### config.mk
export PLATFORM = sky130hd
export DESIGN_NAME = button_conditioner
export DESIGN_NICKNAME = d
export VERILOG_FILES = /design/src/rtl/button_conditioner.sv
export SDC_FILE = /design/constraint.sdc
export NUM_CORES = 1
export LEC_CHECK = 0
export BUFFER_PORTS_ARGS = -buffer_cell sky130_fd_sc_hd__buf_2
export CAP_MARGIN = 20
export CELL_PAD_IN_SITES_DETAIL_PLACEMENT = 0
export CELL_PAD_IN_SITES_GLOBAL_PLACEMENT = 1
export CORE_MARGIN = 4
export CORE_UTILIZATION = 48
export CTS_CLUSTER_DIAMETER = 80
export DETAILED_ROUTE_END_ITERATION = 10
export GPL_TIMING_DRIVEN = 0
export PLACE_DENSITY_LB_ADDON = 0.1
export REMOVE_ABC_BUFFERS = 1
export SKIP_LAST_GASP = 1
export SYNTH_ARGS = -nofsm -noshare
export SYNTH_HDL_FRONTEND = slang
export SYNTH_SLANG_ARGS = --single-unit
### constraint.sdc
create_clock -name Clk -period 2.1 [get_ports Clk]
set_input_delay 0.42 -clock Clk [delete_from_list [all_inputs] [get_ports Clk]]
set_output_delay 0.42 -clock Clk [all_outputs]
set_load 0.1 [all_outputs]
### src/rtl/button_conditioner.sv
// button_conditioner: per-button 2-FF sync, debounce and one-clock press pulse.
// Define AUTO_REPEAT_EN to add auto-repeat pulses on held buttons in REPEAT_MASK.
module button_conditioner #(
   parameter int          N_BTN           = 5,
   parameter int          DEBOUNCE_CYCLES = 16,
   parameter int          REPEAT_DELAY    = 8,
   parameter int          REPEAT_PERIOD   = 4,
   parameter int unsigned REPEAT_MASK     = 5'b01111
) (
   input  logic             Clk,
   input  logic             Reset,
   input  logic [N_BTN-1:0] BtnRaw,
   output logic [N_BTN-1:0] BtnLevel,
   output logic [N_BTN-1:0] BtnPulse
);

   localparam int MAX_A = (DEBOUNCE_CYCLES > REPEAT_DELAY) ?
                          DEBOUNCE_CYCLES : REPEAT_DELAY;
   localparam int MAX_C = (MAX_A > REPEAT_PERIOD) ? MAX_A : REPEAT_PERIOD;
   localparam int CW    = $clog2(MAX_C + 1);

   localparam logic [CW-1:0] DB_LAST = CW'(DEBOUNCE_CYCLES - 1);

   localparam int S_IDLE  = 0;
   localparam int S_PRESS = 1;
   localparam int S_PULSE = 2;
   localparam int S_HELD  = 3;
   localparam int S_REL   = 4;

   typedef enum logic [4:0] {
      IDLE       = 5'b00001,
      PRESS_WAIT = 5'b00010,
      PULSE      = 5'b00100,
      HELD       = 5'b01000,
      REL_WAIT   = 5'b10000
   } state_t;

   if (DEBOUNCE_CYCLES < 2) begin : g_bad_db
      $error("DEBOUNCE_CYCLES must be at least 2");
   end
   if ((64'(REPEAT_MASK) >> N_BTN) != 64'd0) begin : g_bad_mask
      $error("REPEAT_MASK has bits beyond N_BTN");
   end

   logic [N_BTN-1:0] s1;
   logic [N_BTN-1:0] s2;
   logic [N_BTN-1:0] level_d;
   logic [N_BTN-1:0] pulse_d;

   always_ff @(posedge Clk or negedge Reset) begin
      if (!Reset) begin
         s1       <= '0;
         s2       <= '0;
         BtnLevel <= '0;
         BtnPulse <= '0;
      end else begin
         s1       <= BtnRaw;
         s2       <= s1;
         BtnLevel <= level_d;
         BtnPulse <= pulse_d;
      end
   end

   for (genvar i = 0; i < N_BTN; i++) begin : g_btn
      state_t        st;
      state_t        st_nx;
      logic [CW-1:0] cnt;
      logic [CW-1:0] cnt_nx;
      logic          rep_fire;

      always_ff @(posedge Clk or negedge Reset) begin
         if (!Reset) begin
            st  <= IDLE;
            cnt <= '0;
         end else begin
            st  <= st_nx;
            cnt <= cnt_nx;
         end
      end

      always_comb begin
         st_nx  = st;
         cnt_nx = cnt;
         unique case (1'b1)
            st[S_IDLE]: begin
               cnt_nx = '0;
               if (s2[i]) begin
                  st_nx  = PRESS_WAIT;
                  cnt_nx = CW'(1);
               end
            end
            st[S_PRESS]: begin
               if (!s2[i]) begin
                  st_nx  = IDLE;
                  cnt_nx = '0;
               end else if (cnt == DB_LAST) begin
                  st_nx  = PULSE;
                  cnt_nx = '0;
               end else begin
                  cnt_nx = cnt + CW'(1);
               end
            end
            st[S_PULSE]: begin
               st_nx  = HELD;
               cnt_nx = '0;
            end
            st[S_HELD]: begin
               if (!s2[i]) begin
                  st_nx  = REL_WAIT;
                  cnt_nx = CW'(1);
               end
            end
            st[S_REL]: begin
               if (s2[i]) begin
                  st_nx  = HELD;
                  cnt_nx = '0;
               end else if (cnt == DB_LAST) begin
                  st_nx  = IDLE;
                  cnt_nx = '0;
               end else begin
                  cnt_nx = cnt + CW'(1);
               end
            end
            default: begin
               st_nx  = IDLE;
               cnt_nx = '0;
            end
         endcase
      end

      assign level_d[i] = st[S_PULSE] | st[S_HELD] | st[S_REL];
      assign pulse_d[i] = st[S_PULSE] | rep_fire;

`ifdef AUTO_REPEAT_EN
      if (((REPEAT_MASK >> i) & 1) != 0) begin : g_rep
         logic [CW-1:0] rcnt;
         logic [CW-1:0] rep_last;
         logic          rep_armed;

         // First repeat waits the long delay, later ones the short period
         assign rep_last = rep_armed ? CW'(REPEAT_PERIOD - 1) :
                                       CW'(REPEAT_DELAY - 1);
         assign rep_fire = st[S_HELD] && (rcnt == rep_last);

         always_ff @(posedge Clk or negedge Reset) begin
            if (!Reset) begin
               rcnt      <= '0;
               rep_armed <= 1'b0;
            end else if (st[S_PULSE]) begin
               rcnt      <= '0;
               rep_armed <= 1'b0;
            end else if (rep_fire) begin
               rcnt      <= '0;
               rep_armed <= 1'b1;
            end else if (st[S_HELD]) begin
               rcnt      <= rcnt + CW'(1);
            end
         end
      end else begin : g_no_rep
         assign rep_fire = 1'b0;
      end
`else
      assign rep_fire = 1'b0;
`endif
   end

endmodule
* After elaboration in Yosys (flattened, before gate mapping)
Index checks and enable logic that the tools add are counted.
** Cells by class
- Equality and inequality tests :: 10
- $add $sub $neg :: 5
- Multiplexer cells :: 65
- Bitwise operators :: 10
** Operator list (number)
- $mux W5 :: 37
- $pmux W5 S5 :: 5
- $pmux W5 S4 :: 5
- $add A5 B1 Y5 const B :: 5
- $eq A5 B4 Y1 const B :: 5
- $mux W3 :: 8
- $mux W2 :: 5
- $ne A2 B2 Y1 const B :: 5
- $or A1 B1 Y1 :: 10
- $mux W1 :: 5
** Word-level totals
- Register bits after elaboration :: 70
- Output and inout bits :: 10
- Bits of input ports :: 7
- Word-level logic and storage cells :: 104

* Logic depth before layout (Yosys ltp)
Gate-level depths: netlist (run 1).
- Depth in word-level cells :: 4
- Depth in mapped cells :: 5
- Mapped depth without buffers :: 5

* Worst setup path after synthesis (run 1)
No wires, ideal clock.
- Path type :: register -> register
- From :: register g_btn[1].cnt[0]
- To :: register g_btn[1].cnt[3]
- Setup time :: 82 ps
- Data required time :: 2018 ps
- Path slack :: 628 ps
- Clock period less this slack :: 1472 ps
- Stages on the path, launching flop included :: 6
- Data arrival time :: 1390 ps
- Buffers on the path :: 0
- Cell sequence :: dfrtp_1 -> ha_1 -> and4b_4 -> nor4_2 -> a41oi_1 -> a31oi_1
** On the way
- Word-level cells in the longest chain between the ends :: 4
- Elaborated cells between the ends (all ways) :: 6
- Classes of those cells :: add/sub (1); eq/ne (1); mux (4)
** Ends and longest elaborated chain
- from (decl) :: line 67 : logic [CW-1:0] cnt;
- from (signal assigned) :: line 77 : cnt <= cnt_nx;
- $add A5 B1 Y5 / $eq A5 B4 Y1 (equally long branches)
- $mux W5 (*) :: line 96, 117
- $mux W5, on equally long branches :: line 114, 93
- $pmux W5 S4 (*) :: line 84 : unique case (1'b1)
Mark *: on every way between the ends. The rest lies on a longest branch, timed or not.
A chain may end at the register's enable or synchronous reset.

* Final worst setup path (run 1)
Same ends and word-level chain as after synthesis.

==> results of run 1 <==
cell type report:
cell class,count,area [um2],share of cell area
sequential,70,1760,0.548
multi-input combinational,174,1030,0.323
clock buffer,12,135,0.0421
clock inverter,4,95.1,0.0297
tap,72,90.1,0.0281
timing repair buffer,16,82.6,0.0258
inverter,3,11.3,0.00351
placed cells by master, fill, tap and decap left out, types with 3 or more instances in the layout:
cell / instances
a211oi_1: 5
a21oi_1: 15
a31oi_1: 5
a41oi_1: 3
buf_2: 15
bufinv_16: 3
clkbuf_1: 3
clkbuf_8: 9
dfrtp_1: 65
dfstp_2: 5
ha_1: 5
inv_1: 3
mux2i_1: 5
nand2_1: 29
nand2b_1: 9
nand3_1: 17
nor2_1: 20
nor2b_1: 5
o21ai_0: 18
o32ai_1: 5
or2_2: 4
or3_1: 5
worst paths after layout:
check                                 from               to  slack (ns)  cells past startpoint
max                        g_btn[1].cnt[0]  g_btn[1].cnt[3]        0.46                      5
min                                  Reset  g_btn[0].cnt[2]        0.18                      1
max reg2reg                g_btn[1].cnt[0]  g_btn[1].cnt[3]        0.46                      5
min reg2reg                          s1[4]            s2[4]        0.35                      0
max in group asynchronous            Reset      BtnLevel[2]        1.37                      1
min in group Clk                 BtnRaw[3]            s1[3]        0.18                      1
worst register-to-register path, cell delays in order, from the launching register on:
cell     delay [ns]
dfrtp_1        0.44
ha_1           0.28
and4b_4        0.22
nor4_2         0.32
a41oi_1        0.15
a31oi_1        0.15
layer usage:
metal | track usage | wire (um)
met5 | 0 | 0
met4 | 0.0820 | 104
met3 | 0.0369 | 175
met2 | 0.232 | 2150
met1 | 0.199 | 2400
registers in the layout, summed over array words and instances (netlist names):
| name | cells |
|---|---|
| BtnLevel | 5 |
| BtnPulse | 5 |
| g_btn.cnt | 25 |
| g_btn.st | 25 |
| s1 | 5 |
| s2 | 5 |
cell families after synthesis:
family | share of synthesized area
AO/OA/AOI/OAI | 0.147
multiplexers | 0.0176
adder cells (fa/ha/maj) | 0.0221
AND/OR/NAND/NOR | 0.172
buffers and inverters | 0.0154
flip-flops | 0.620
XOR/XNOR | 0.00618
stage by stage:
step	power, uW	setup slack, ns	cells
floorplan	1700	0.628	247
global placement	1780	0.276	335
detailed placement	1780	0.493	335
CTS	3050	0.472	351
global route	3160	0.368	351
finish	3010	0.462	351
power by group:
| group | internal (uW) | leakage (uW) | switching [uW] | total (uW) |
|---|---|---|---|---|
| registers | 1450 | 0.000921 | 102 | 1550 |
| logic | 95.2 | 0.000490 | 112 | 207 |
| clock network | 789 | 0.000115 | 465 | 1250 |
| total | 2330 | 0.00153 | 679 | 3010 |
==> results.cfg, run 1 <==
[finish]
num-nets-final = 286
final_core_utilization = 0.572
layout-drive-gt1-share = 0.151
fill_cells = 499
synthToLayoutAreaGrowth_pct = 13.1
layout.cell_area.non_filler_um2 = 3210
antenna_cells_inserted = 0

[sta]
final_min_period_over_clock_period = 0.780
final_period_demand_of_the_worst_path_ns = 1.64
fin_hold_ws_ns = 0.176
worstMarginPinSlew_ns = 0.838
relSlewSlack = 0.442
final-max-slew-violation-count = 0
final-setup-viol-count = 0
timing.clock.skew_ns = 0.00770
tns_ns = 0
finalHoldViolations = 0
grt_setup_unrepaired = false
timing.fmax_mhz = 611

[yosys]
synth_most_common_cell = dfrtp_1
synth_top_area_share = 0.573
post_synth_main_area_contributors = dfrtp_1 57%, dfstp_2 4.6%, nand2_1 3.8%
syn-mean-instance-area_um2 = 11.2
synthesis.area_um2 = 2840
synth_top_cell_by_area = dfrtp_1
synth.yosys.seq_area_share = 0.620
yosysWarningCount = 0
post_synth_num_cell_types = 37
postSynth.asyncResetShare = 1.00
syn-instance-count = 254
post_synth_most_frequent_cells = 65 x dfrtp_1, 29 x nand2_1, 20 x nor2_1, 18 x o21ai_0, 17 x nand3_1
synth-main-ff-cell = dfrtp_1
postSynthRegisterBits = 70
synth_edf_count = 0

[placement]
dpl-instance-area_um2 = 2980
dp_hpwl_um = 3160
place.port_buffers = 16
gpl.final_weighted_congestion = 0.772

[setup_path]
critical-path-max-stage-delay_ns = 0.44
timing.critical_path.fanout_max = 5
worst_setup_path_end_kind = flop
setup.worst_path.class = reg -> reg
cp_data_arrival_time_ns = 1.90
crit_path_start_kind = flop
required_time_at_the_worst_slack_endpoint_ns = 2.36
worstPathBufferInverterCount = 0
worst_path_dominant_cell_family = simple AND/OR/NAND/NOR gates
crit_chain = ha_1, and4b_4, nor4_2, a41oi_1, a31oi_1
crit_path_top_delay_cell = dfrtp_1

[pwr]
power-per-cell-area_nw_per_um2 = 940
ir_drop_uv = 611
power.leakage_uw = 0.00153

[clock_tree]
worst_setup_hold_path_clk_slew_ns = 0.07
clock_tree.root_cell = clkbuf_8
h_tree_levels = 3
tritoncts_num_sinks = 70
cts_resized = 0
cts_made_buffers = 9
clock_path_buffers = 2
insertion_delay_ns = 0.34
tritoncts = done
cts_setup_buffers = 0
post_cts_hold_buffer_count = 0

[die]
io_pins = 17
floorplan.die_area_um2 = 7200
die_height_um = 84.9
initial_core_utilization = 0.506
std_cell_rows = 27
width_of_the_die_um = 84.9
floorplan.core_area_um2 = 5610

[drt]
detail_route.first_pass.iterations = 4
ant_nets = 0
detail_route.drc_violations = 0
vias = 1930
detail_route.vias_per_cell = 5.50
wirelength_um = 4820
detail_route.iter0.violations = 79
drt-wirelength-per-cell_um = 13.7

[grt]
first_global_vias = 1939
total_congestion_overflow_after_global_routing = 0
groute.usage.overall = 0.152
grt_antenna_before_repair = 0
wire_length_of_the_first_global_routing_pass_um = 8740
grt_start_max_net_pins = 71

[worst_hold_path]
holdCritPathClass = in -> async

[status]
run_status = complete, no violations

[job]
max_cap_violations = 0
Power figures use the tool's default switching activity.
==> run 2: changes to the inputs <==
clock period = 1.7 ns   (was 2.1 ns; I/O delays follow)
==> run 2 against run 1 <==
Sequential share of layout area fell by 0.40 points. Utilization rose by 0.42 points. Combinational power rose by 33%. Total power rose by 24%. Die area did not move. First-iteration DRC count rose by 16%. Flip-flop and latch count did not move. Register-to-register slack got worse by 0.36 ns. Clock-buffer cell count did not move. Fmax rose by 2.8%. Clock power rose by 24%. Cell count rose by 0.57%.
==> results.cfg, run 2 (synthesis gave the netlist of run 1 again) <==
[status]
run_status = complete, no violations

[placement]
place.port_buffers = 16
dp_hpwl_um = 3160
gpl.final_weighted_congestion = 0.772
numPlacedInstances = 335

[setup_path]
critical-path-max-stage-delay_ns = 0.43
timing.critical_path.fanout_max = 5
reg2reg_slack_ns = 0.11
worst_setup_path_end_kind = flop
critical_path.endpoint = g_btn[1].cnt[3]
required_time_at_the_worst_slack_endpoint_ns = 1.96
setup.worst_path.class = reg -> reg
worstRegToRegCells = 5
cp_data_arrival_time_ns = 1.86
crit_path_top_delay_cell = dfrtp_1
cp-startpoint = g_btn[1].cnt[0]
crit_chain = ha_1, and4b_4, nor4_4, a41oi_1, a31oi_1
crit_path_start_kind = flop
worst_r2r_endpoint = g_btn[1].cnt[3]
crit-reg2reg-launch = g_btn[1].cnt[0]

[clock_tree]
clock_tree.root_cell = clkbuf_8
tritoncts = done
tritoncts_num_sinks = 70
cts_made_buffers = 9
post_cts_hold_buffer_count = 0
worst_setup_hold_path_clk_slew_ns = 0.07
insertion_delay_ns = 0.34
clock_path_buffers = 2
h_tree_levels = 3

[grt]
groute.usage.overall = 0.152
grt.met1_usage = 0.199
grt_start_max_net_pins = 71
wire_length_of_the_first_global_routing_pass_um = 8740
first_global_vias = 1939
total_congestion_overflow_after_global_routing = 0
grt_antenna_before_repair = 0
gr-usage-met3 = 0.0369
top_usage_layer = met2
met2_resource_use_gr = 0.232

[sta]
final_period_demand_of_the_worst_path_ns = 1.59
worstMarginPinSlew_ns = 0.838
relSlewSlack = 0.441
final-setup-viol-count = 0
timing.clock.skew_ns = 0.00795
fin_hold_ws_ns = 0.0943
timing.fmax_mhz = 628
final-max-slew-violation-count = 0
final_min_period_over_clock_period = 0.937
finalHoldViolations = 0

[finish]
final_core_utilization = 0.576
final-seq-area_um2 = 1760
antenna_cells_inserted = 0
num-nets-final = 288
fill_cells = 499
area_of_the_multi_input_gates_um2 = 1040
synthToLayoutAreaGrowth_pct = 13.9
top_regs = g_btn.cnt x25, g_btn.st x25
mostFrequentLayoutCell = dfrtp_1
layout.cells.most_common_list = 65 x dfrtp_1, 29 x nand2_1, 20 x nor2_1, 18 x o21ai_0, 17 x nand3_1
layout.cells.non_filler = 353
layout-drive-gt1-share = 0.157

[die]
floorplan.core_area_um2 = 5610
die_height_um = 84.9
floorplan.die_area_um2 = 7200
std_cell_rows = 27
width_of_the_die_um = 84.9
io_pins = 17
initial_core_utilization = 0.506

[drt]
detail_route.first_pass.iterations = 4
vias = 1940
wirelength_um = 4880
detail_route.drc_violations = 0
detail_route.iter0.violations = 92
ant_nets = 0
detail_route.vias_per_cell = 5.50
drt-wirelength-per-cell_um = 13.8

[pwr]
power.leakage_uw = 0.00154
power-per-cell-area_nw_per_um2 = 1160
ir_drop_uv = 755

[job]
max_cap_violations = 0

[worst_hold_path]
holdCritPathClass = in -> async
## run 2: cell types whose count changed in the layout (fill, tap and decap cells not counted)
cell and delta:
nor4_4 +1, buf_4 +2, nor4_2 -1
## run 2: area by class of cell
cell class,instances,share of cell area
Clock buffer,12,0.0418
Clock inverter,4,0.0294
Inverter,3,0.00349
Multi-Input combinational cell,174,0.323
Sequential cell,70,0.544
Tap cell,72,0.0279
Timing Repair Buffer,18,0.0302
## run 2: worst min-delay path by stage
stage	to	slack, ns	cells past startpoint
2_1_floorplan	BtnLevel[0]	0.04	0
3_3_place_gp	s2[0]	0.33	0
3_5_place_dp	s2[4]	0.34	0
4_1_cts	s1[3]	0.08	1
5_1_grt	s1[2]	0.08	1
6_report	g_btn[0].cnt[2]	0.09	1
## run 2: routing by layer
layer,routed length [um],vias to the layer above
li1,-,960
met1,2380,937
met2,2200,36
met3,213,7
met4,90,0
met5,0,-
## run 2: what timing repair did
action,in CTS,in global routing
setup endpoints to repair,0,2
resized for setup,0,1
buffers inserted,0,2
## run 2: through the flow
stage,power (uW),instance area (um2),setup WS [ns],TNS (ns)
3_5_place_dp,2200,2980,0.0933,0
2_1_floorplan,2100,2800,0.228,0
5_1_grt,3930,3230,-0.0113,-0.0113
4_1_cts,3770,3210,0.0720,0
3_3_place_gp,2200,2970,-0.0436,-2.67
6_report,3740,3230,0.106,0
## run 2: report_power, final
| part | switching, uW | internal [uW] |
|---|---|---|
| Clock | 578 | 974 |
| Combinational | 146 | 131 |
| Sequential | 124 | 1790 |
## run 2: worst max-delay path: cells and delay by family (launching register included)
kind | cells | cell delay [ns]
compound gates | 2 | 0.29
fa+ha+maj | 1 | 0.28
flops | 1 | 0.43
simple gates | 2 | 0.52
